<file path="config.mk">
export PLATFORM = sky130hd
export DESIGN_NAME = mem_stage
export DESIGN_NICKNAME = d
export VERILOG_FILES = /design/src/rtl/mem_stage.sv
export SDC_FILE = /design/constraint.sdc
export NUM_CORES = 1
export LEC_CHECK = 0
export ABC_AREA = 1
export CELL_PAD_IN_SITES_DETAIL_PLACEMENT = 1
export CELL_PAD_IN_SITES_GLOBAL_PLACEMENT = 1
export CORE_UTILIZATION = 34
export CTS_CLUSTER_DIAMETER = 200
export CTS_CLUSTER_SIZE = 25
export DETAILED_ROUTE_END_ITERATION = 7
export PLACE_DENSITY = 0.86
export SETUP_SLACK_MARGIN = 0.1
export SYNTH_ARGS = -nofsm -noshare
export SYNTH_HDL_FRONTEND = slang
export SYNTH_SLANG_ARGS = --single-unit
</file>
<file path="constraint.sdc">
create_clock -name clk -period 2.8 [get_ports clk]
set_clock_uncertainty 0.05 [all_clocks]
set_input_delay 0.42 -clock clk [delete_from_list [all_inputs] [get_ports clk]]
set_output_delay 0.42 -clock clk [all_outputs]
set_load 0.03 [all_outputs]
</file>
<file path="src/rtl/mem_stage.sv">
// mem_stage: memory stage of the mini-core pipeline.
// Executes loads/stores over a req/ack memory handshake, produces the
// register-file writeback and latches the halt condition.
// Optional feature macro: MEM_TIMEOUT_EN (per-access watchdog, sticky mem_err).
//
// Handshake: mem_req is raised together with mem_we/mem_addr/mem_wdata and all
// four stay stable until mem_ack is sampled high on a rising edge; mem_ack is a
// one-cycle strobe and is only honoured while an access is outstanding.
module mem_stage #(
  parameter int TO_CYCLES = 16
) (
  input  logic       clk,
  input  logic       rst_n,
  input  logic       halted,
  input  logic       data_rw,
  input  logic       data_mem_write,
  input  logic [7:0] alu_output,
  input  logic [5:0] write_addr,
  output logic       mem_req,
  output logic       mem_we,
  output logic [5:0] mem_addr,
  output logic [7:0] mem_wdata,
  input  logic [7:0] mem_rdata,
  input  logic       mem_ack,
  output logic       freeze,
  output logic       wb_en,
  output logic [5:0] wb_addr,
  output logic [7:0] wb_data,
  output logic       halted_out,
  output logic       mem_err
);

  // Reject a watchdog limit that could never expire.
  if (TO_CYCLES < 1) begin : g_bad_to_cycles
    $error("mem_stage: TO_CYCLES must be at least 1");
  end

  typedef enum logic [1:0] {
    IDLE   = 2'd0,
    ACCESS = 2'd1,
    HALT   = 2'd2
  } state_t;

  // Current FSM state; kept as a named signal so checkers can bind to it.
  state_t     state, state_d;

  logic       mem_req_d, mem_we_d;
  logic [5:0] mem_addr_d;
  logic [7:0] mem_wdata_d;
  logic       wb_en_d;
  logic [5:0] wb_addr_d;
  logic [7:0] wb_data_d;
  logic       halted_d;
  logic [5:0] dest, dest_d;   // load destination register

`ifdef MEM_TIMEOUT_EN
  localparam int CNT_W = $clog2(TO_CYCLES + 1);
  logic [CNT_W-1:0] to_cnt, to_cnt_d;
  logic             err_d;
  logic             timeout;

  // Limit edge: this is the TO_CYCLES-th edge spent in ACCESS.
  assign timeout = (to_cnt == CNT_W'(TO_CYCLES - 1));
`else
  assign mem_err = 1'b0;
`endif

  assign freeze = (state == ACCESS);

  // Next-state and next-output decode; everything holds unless changed below.
  always_comb begin
    state_d     = state;
    mem_req_d   = mem_req;
    mem_we_d    = mem_we;
    mem_addr_d  = mem_addr;
    mem_wdata_d = mem_wdata;
    wb_en_d     = 1'b0;
    wb_addr_d   = wb_addr;
    wb_data_d   = wb_data;
    halted_d    = halted_out;
    dest_d      = dest;
`ifdef MEM_TIMEOUT_EN
    to_cnt_d    = to_cnt + 1'b1;
    err_d       = mem_err;
`endif
    case (state)
      IDLE: begin
`ifdef MEM_TIMEOUT_EN
        to_cnt_d = '0;
`endif
        if (halted) begin
          state_d  = HALT;
          halted_d = 1'b1;
        end else if (data_mem_write) begin
          state_d     = ACCESS;
          mem_req_d   = 1'b1;
          mem_we_d    = 1'b1;
          mem_addr_d  = write_addr;
          mem_wdata_d = alu_output;
        end else if (data_rw) begin
          state_d    = ACCESS;
          mem_req_d  = 1'b1;
          mem_we_d   = 1'b0;
          mem_addr_d = alu_output[5:0];
          dest_d     = write_addr;
        end else if (write_addr != 6'd0) begin
          wb_en_d   = 1'b1;
          wb_addr_d = write_addr;
          wb_data_d = alu_output;
        end
      end
      ACCESS: begin
        if (mem_ack) begin
          state_d   = IDLE;
          mem_req_d = 1'b0;
          if (!mem_we && dest != 6'd0) begin
            wb_en_d   = 1'b1;
            wb_addr_d = dest;
            wb_data_d = mem_rdata;
          end
        end
`ifdef MEM_TIMEOUT_EN
        else if (timeout) begin
          state_d   = IDLE;
          mem_req_d = 1'b0;
          err_d     = 1'b1;
          if (!mem_we && dest != 6'd0) begin
            wb_en_d   = 1'b1;
            wb_addr_d = dest;
            wb_data_d = 8'hFF;
          end
        end
`endif
      end
      HALT: begin
        state_d = HALT;
      end
      default: begin
        state_d = IDLE;
      end
    endcase
  end

  // State and output registers.
  always_ff @(posedge clk or negedge rst_n) begin
    if (!rst_n) begin
      state      <= IDLE;
      mem_req    <= 1'b0;
      mem_we     <= 1'b0;
      mem_addr   <= 6'd0;
      mem_wdata  <= 8'd0;
      wb_en      <= 1'b0;
      wb_addr    <= 6'd0;
      wb_data    <= 8'd0;
      halted_out <= 1'b0;
      dest       <= 6'd0;
`ifdef MEM_TIMEOUT_EN
      to_cnt     <= '0;
      mem_err    <= 1'b0;
`endif
    end else begin
      state      <= state_d;
      mem_req    <= mem_req_d;
      mem_we     <= mem_we_d;
      mem_addr   <= mem_addr_d;
      mem_wdata  <= mem_wdata_d;
      wb_en      <= wb_en_d;
      wb_addr    <= wb_addr_d;
      wb_data    <= wb_data_d;
      halted_out <= halted_d;
      dest       <= dest_d;
`ifdef MEM_TIMEOUT_EN
      to_cnt     <= to_cnt_d;
      mem_err    <= err_d;
`endif
    end
  end

endmodule

</file>
### Word level (Yosys, flattened, before mapping)

Index checks and enable logic that the tools add are counted.

| word-level totals | value |
|---|---|
| bits in registers | 40 |
| input port bits | 28 |

| cells by class | value |
|---|---|
| bitwise logic cells | 2 |
| equality and inequality tests | 10 |
| reduce and logical (&&, ||, !) cells | 14 |
| mux-type cells | 35 |

Operator list:

| operator | number |
|---|---|
| two-way mux 6 bit | 8 |
| two-way mux 8 bit | 6 |
| one-hot mux 8 bit (2 select lines) | 1 |
| two-way mux 1 bit | 12 |
| one-hot mux 6 bit (2 select lines) | 1 |
| nonzero test 6 bit | 2 |
| != test 2 bit, second input constant | 5 |
| two-way mux 2 bit | 4 |
| AND reduction 4 bit | 2 |
| AND reduction 7 bit | 1 |
| one-hot mux 2 bit (3 select lines) | 1 |
| AND reduction 3 bit | 2 |
| != test 4 bit, second input constant | 1 |
| one-hot mux 1 bit (2 select lines) | 2 |
| AND reduction 2 bit | 2 |
| nonzero test 2 bit | 2 |
| != test 3 bit, second input constant | 1 |
| == test 2 x 1 -> 1 bit, second input constant | 1 |
| == test 2 bit, second input constant | 1 |
| logical NOT 2 bit | 1 |
| != test 2 x 1 -> 1 bit, second input constant | 1 |
| inverter 1 bit | 2 |
| logical AND 1 bit | 1 |
| logical NOT 1 bit | 1 |

### Longest topological paths before layout

| logic depth | value |
|---|---|
| depth in word-level cells | 6 |
| gate-level depth with buffers | 8 |
| depth with buffers taken out | 7 |

### Worst setup path after synthesis

OpenSTA, ideal clock, no wires.

| path | value |
|---|---|
| path kind | register to output |
| start point | register state[1] |
| end point | output freeze |
| buffers on the path | 1 |
| required time | 2.330 ns |
| arrival time | 0.889 ns |
| stages on the path, launching flop included | 5 |
| path slack | 1.441 ns |
| path through | dfrtp_1 -> inv_1 -> nand2_2 -> inv_2 -> buf_2 |

| on the way | value |
|---|---|
| cells in the longest elaborated chain, start to end | 1 |

RTL lines:

| item | line | text |
|---|---|---|
| start: declaration | 45 | `state_t state, state_d;` |
| start signal: assignment | 162 | `state <= state_d;` |
| == test 2 x 1 -> 1 bit | 68 | `assign freeze = (state == ACCESS);` |
| end: declaration | 25 | `output logic freeze,` |

No other way between the ends.

### Final worst setup path

Ends and elaborated chain as after synthesis.

==> flow_summary.html <==
<table>
<tr><th>Metric</th><th>Value</th></tr>
<tr><th colspan="2">Clock network</th></tr>
<tr><td>Number of CTS-inserted buffers</td><td>5</td></tr>
<tr><td>Setup bufs post-CTS</td><td>0</td></tr>
<tr><td>Maximum clock insertion buffer count</td><td>2</td></tr>
<tr><td>CTS root buffer</td><td>sky130_fd_sc_hd__clkbuf_8</td></tr>
<tr><td>Clock network latency to the later pin of the worst-skew pair</td><td>around 290 ps</td></tr>
<tr><td>Post_cts resized</td><td>0</td></tr>
<tr><td>CTS sink count</td><td>40</td></tr>
<tr><td>CTS clock-pin slew for the worst setup and hold paths</td><td>~70 ps</td></tr>
<tr><td>H-tree Lvls</td><td>2</td></tr>
<tr><td>Quantity of hold-fixing buffers added after cts</td><td>0</td></tr>
<tr><td>TritonCTS clock tree</td><td>yes</td></tr>
<tr><th colspan="2">Yosys</th></tr>
<tr><td>Cell area after technology mapping</td><td>approximately 1800 um^2</td></tr>
<tr><td>List of most frequent post-synthesis cells</td><td>91 x sky130_fd_sc_hd__nand2_1, 40 x sky130_fd_sc_hd__dfrtp_1, 23 x sky130_fd_sc_hd__o21ai_0, 18 x sky130_fd_sc_hd__nand3_1, 17 x sky130_fd_sc_hd__inv_1</td></tr>
<tr><td>Yosys top cell by area</td><td>sky130_fd_sc_hd__dfrtp_1</td></tr>
<tr><td>Async set-reset flop share out of synthesis</td><td>100%</td></tr>
<tr><td>Post-Syn Instances</td><td>230</td></tr>
<tr><td>Area share of the leading cell type in the synthesized netlist</td><td>a little over half</td></tr>
<tr><td>Dominant cells by area after synthesis</td><td>sky130_fd_sc_hd__dfrtp_1 55%, sky130_fd_sc_hd__nand2_1 19%, sky130_fd_sc_hd__o21ai_0 6.3%</td></tr>
<tr><td>Register area share after synthesis</td><td>between 50% and 60%</td></tr>
<tr><td>Net Count, Synth</td><td>between 200 and 300</td></tr>
<tr><td>Top flip-flop cell by instance count after synthesis</td><td>sky130_fd_sc_hd__dfrtp_1</td></tr>
<tr><td>Number of library cell types mapped by synthesis</td><td>18</td></tr>
<tr><td>Number of enable-type register cells in the synthesized netlist</td><td>0</td></tr>
<tr><td>Post-synthesis area per instance</td><td>a little under 8 um^2</td></tr>
<tr><td>Number of synthesis warnings</td><td>0</td></tr>
<tr><td>Flip-flop and latch count after synthesis</td><td>40</td></tr>
<tr><td>Most common cell in the netlist</td><td>sky130_fd_sc_hd__nand2_1</td></tr>
<tr><th colspan="2">Worst setup path</th></tr>
<tr><td>Number of gates on the worst path with buffers counted</td><td>4</td></tr>
<tr><td>Depth of the most critical reg-to-reg path</td><td>7</td></tr>
<tr><td>Type of the worst setup path</td><td>reg2out</td></tr>
<tr><td>Critical path buffer and inverter count</td><td>3</td></tr>
<tr><td>Data arrival at the endpoint of the critical path</td><td>between 1500 and 2000 ps</td></tr>
<tr><td>Beginning of the worst register-to-register path</td><td>state[1]</td></tr>
<tr><td>Startpoint type of the worst setup path</td><td>register</td></tr>
<tr><td>Biggest fanout along the worst timing path</td><td>6</td></tr>
<tr><td>Cell family with the largest share of critical-path delay</td><td>buffers and inverters</td></tr>
<tr><td>Crit path cell chain</td><td>inv_1 -&gt; nand2_2 -&gt; inv_2 -&gt; clkdlybuf4s50_1</td></tr>
<tr><td>Largest stage delay on the critical path</td><td>approximately 660 ps</td></tr>
<tr><td>Worst reg2reg setup slack</td><td>~1100 ps</td></tr>
<tr><td>Critical Path Sink Type</td><td>primary output</td></tr>
<tr><td>Worst R2R End</td><td>wb_addr[2]</td></tr>
<tr><td>Critical path required time</td><td>~2300 ps</td></tr>
<tr><td>Critical Path Slowest Stage Cell</td><td>sky130_fd_sc_hd__clkdlybuf4s50_1</td></tr>
<tr><th colspan="2">Floorplan</th></tr>
<tr><td>Area of the core region</td><td>roughly 5100 um^2</td></tr>
<tr><td>Die area</td><td>5670 um^2</td></tr>
<tr><td>Standard-cell row count</td><td>26</td></tr>
<tr><td>Initial core utilization</td><td>between 30% and 40%</td></tr>
<tr><td>Die outline width</td><td>between 70 and 80 um</td></tr>
<tr><td>Chip Height</td><td>about 75 um</td></tr>
<tr><td>Io pins</td><td>just over 60</td></tr>
<tr><th colspan="2">Route</th></tr>
<tr><td>Number of detailed-routing iterations run before antenna repair</td><td>4</td></tr>
<tr><td>Antenna violation net count after detailed routing</td><td>0</td></tr>
<tr><td>Count of vias placed by the detailed router</td><td>1716</td></tr>
<tr><td>Detail-routed net length per standard cell</td><td>around 14 um</td></tr>
<tr><td>Number of DRC violations after detailed-routing iteration 0</td><td>58</td></tr>
<tr><td>Post-route DRC violation count</td><td>0</td></tr>
<tr><td>Vias per std cell</td><td>between 4 and 5</td></tr>
<tr><td>Wirelength, routed</td><td>between 5 and 6 mm</td></tr>
<tr><th colspan="2">Power and ir drop</th></tr>
<tr><td>Worst supply voltage drop on vdd</td><td>roughly 0.00043 V</td></tr>
<tr><td>Power per cell area</td><td>~890 nW/um^2</td></tr>
<tr><td>Total power of the final layout</td><td>roughly 2.3 mW</td></tr>
<tr><td>P_leak</td><td>about 1.2 nW</td></tr>
<tr><th colspan="2">Global routing</th></tr>
<tr><td>Maximum number of pins on one net before global-route repair</td><td>between 40 and 50</td></tr>
<tr><td>Overflow after GRT</td><td>0</td></tr>
<tr><td>Combined global-route utilization of all metal layers</td><td>about a fifth</td></tr>
<tr><td>Initial antenna violation count</td><td>0</td></tr>
<tr><td>Global-route wire length before repair</td><td>~8.5 mm</td></tr>
<tr><td>Vias in the first global route</td><td>1836</td></tr>
<tr><th colspan="2">Run</th></tr>
<tr><td>Max-cap viol count</td><td>0</td></tr>
<tr><th colspan="2">Run status</th></tr>
<tr><td>Run status</td><td>finished clean</td></tr>
<tr><th colspan="2">STA</th></tr>
<tr><td>Post-layout min period</td><td>around 2100 ps</td></tr>
<tr><td>Setup repair after global routing missed its margin</td><td>no</td></tr>
<tr><td>Worst Slack Setup Final</td><td>706 ps</td></tr>
<tr><td>Number of hold violations in the final report</td><td>0</td></tr>
<tr><td>Setup TNS Final</td><td>0 ps</td></tr>
<tr><td>Max Slew Vio Count</td><td>0</td></tr>
<tr><td>Final worst path period share</td><td>about three quarters</td></tr>
<tr><td>Max Clk Rate</td><td>around 480 MHz</td></tr>
<tr><td>Endpoints failing setup</td><td>0</td></tr>
<tr><td>Transition time of the tightest slew-check pin</td><td>roughly 900 ps</td></tr>
<tr><td>Worst hold slack</td><td>211 ps</td></tr>
<tr><td>Worst relative slew slack</td><td>roughly two fifths</td></tr>
<tr><th colspan="2">Final layout</th></tr>
<tr><td>Diodes inserted</td><td>0</td></tr>
<tr><td>Total Nets Final</td><td>318</td></tr>
<tr><td>Count of filler cells inserted in the layout</td><td>roughly 650</td></tr>
<tr><td>Layout Utilization</td><td>between 40% and 50%</td></tr>
<tr><td>Share of layout cells above drive strength 1</td><td>~7%</td></tr>
<tr><td>Area growth from synthesis to final layout</td><td>39.5%</td></tr>
<tr><th colspan="2">Placed design</th></tr>
<tr><td>Detailed placer's ending HPWL</td><td>3.88 mm</td></tr>
<tr><td>Weighted congestion reported at the end of routability-driven placement</td><td>roughly 0.72</td></tr>
<tr><td>Placement Setup Slack</td><td>just under 800 ps</td></tr>
<tr><td>Number of input and output port buffers inserted</td><td>60</td></tr>
<tr><th colspan="2">Min path</th></tr>
<tr><td>Class of the tightest hold or removal check</td><td>in2async</td></tr>
</table>
==> state kept, by name (all words and copies together) (netlist names) <==
signal / cells
halted_out: 1
mem_addr: 6
mem_req: 1
wb_en: 1
state: 2
wb_data: 8
mem_wdata: 8
mem_we: 1
dest: 6
wb_addr: 6
==> metal layers <==
metal / up-vias / track usage, % / part of all wire [%]
met5: - / 0 / 0
met4: 0 / 8.02 / 1.9
met1: 813 / 24.4 / 43
met2: 57 / 36.0 / 49
li1: 835 / - / -
met3: 11 / 5.49 / 6.3
==> final cells by class <==
type | count | area, um^2 | area share, %
Sequential cell | 40 | 1000 | 39.3
Multi-Input combinational cell | 160 | 691 | 27.1
Timing Repair Buffer | 62 | 611 | 24.0
Tap cell | 70 | 87.6 | 3.44
Inverter | 21 | 78.8 | 3.10
Clock buffer | 6 | 72.6 | 2.85
Clock inverter | 1 | 5.00 | 0.197
==> power breakdown <==
| part | internal [mW] | switching (mW) |
|---|---|---|
| Combinational | 0.418 | 0.577 |
| Sequential | 0.775 | 0.130 |
| Clock | 0.170 | 0.192 |
==> through the flow <==
step | std cells | instance area [um^2]
4_1_cts | 360 | 2550
6_report | 360 | 2550
2_1_floorplan | 230 | 1830
5_1_grt | 360 | 2550
3_5_place_dp | 353 | 2470
3_3_place_gp | 353 | 2470
==> worst max path at each step <==
stage	slack, ps	end	startpoint
2_1_floorplan	1440	freeze	state[1]
3_3_place_gp	830	wb_addr[2]	halted
3_5_place_dp	780	wb_data[7]	mem_ack
4_1_cts	700	freeze	state[1]
5_1_grt	620	freeze	state[1]
6_report	710	freeze	state[1]
==> cell usage in the layout (no fill, tap or decap) <==
| cell type | synthesis | layout |
|---|---|---|
| sky130_fd_sc_hd__nand2_2 | 4 | 4 |
| sky130_fd_sc_hd__o21ai_1 | 10 | 10 |
| sky130_fd_sc_hd__inv_2 | 4 | 4 |
| sky130_fd_sc_hd__a21oi_1 | 1 | 1 |
| sky130_fd_sc_hd__clkinv_2 | 0 | 1 |
| sky130_fd_sc_hd__nor2_2 | 2 | 2 |
| sky130_fd_sc_hd__nor2_1 | 8 | 8 |
| sky130_fd_sc_hd__a21o_1 | 1 | 1 |
| sky130_fd_sc_hd__nand3_1 | 18 | 18 |
| sky130_fd_sc_hd__dfrtp_1 | 40 | 40 |
| sky130_fd_sc_hd__buf_2 | 5 | 1 |
| sky130_fd_sc_hd__nand3_2 | 1 | 1 |
| sky130_fd_sc_hd__clkdlybuf4s50_1 | 0 | 59 |
| sky130_fd_sc_hd__buf_4 | 2 | 2 |
| sky130_fd_sc_hd__clkbuf_1 | 1 | 1 |
| sky130_fd_sc_hd__nand2_1 | 91 | 91 |
| sky130_fd_sc_hd__conb_1 | 1 | 1 |
| sky130_fd_sc_hd__clkbuf_8 | 0 | 5 |
| sky130_fd_sc_hd__o21ai_0 | 23 | 23 |
| sky130_fd_sc_hd__inv_1 | 17 | 17 |
==> kinds of logic (layout without fill, tap and decap cells) <==
logic type / count (synthesis) / in the layout / share of synthesized area [%]
other cells: 1 / 1 / 0.205
simple gates: 124 / 124 / 27.9
buf+inv: 30 / 90 / 7.33
flops: 40 / 40 / 54.8
compound gates: 35 / 35 / 9.73
Note: power is estimated with default switching activity, not from simulation.
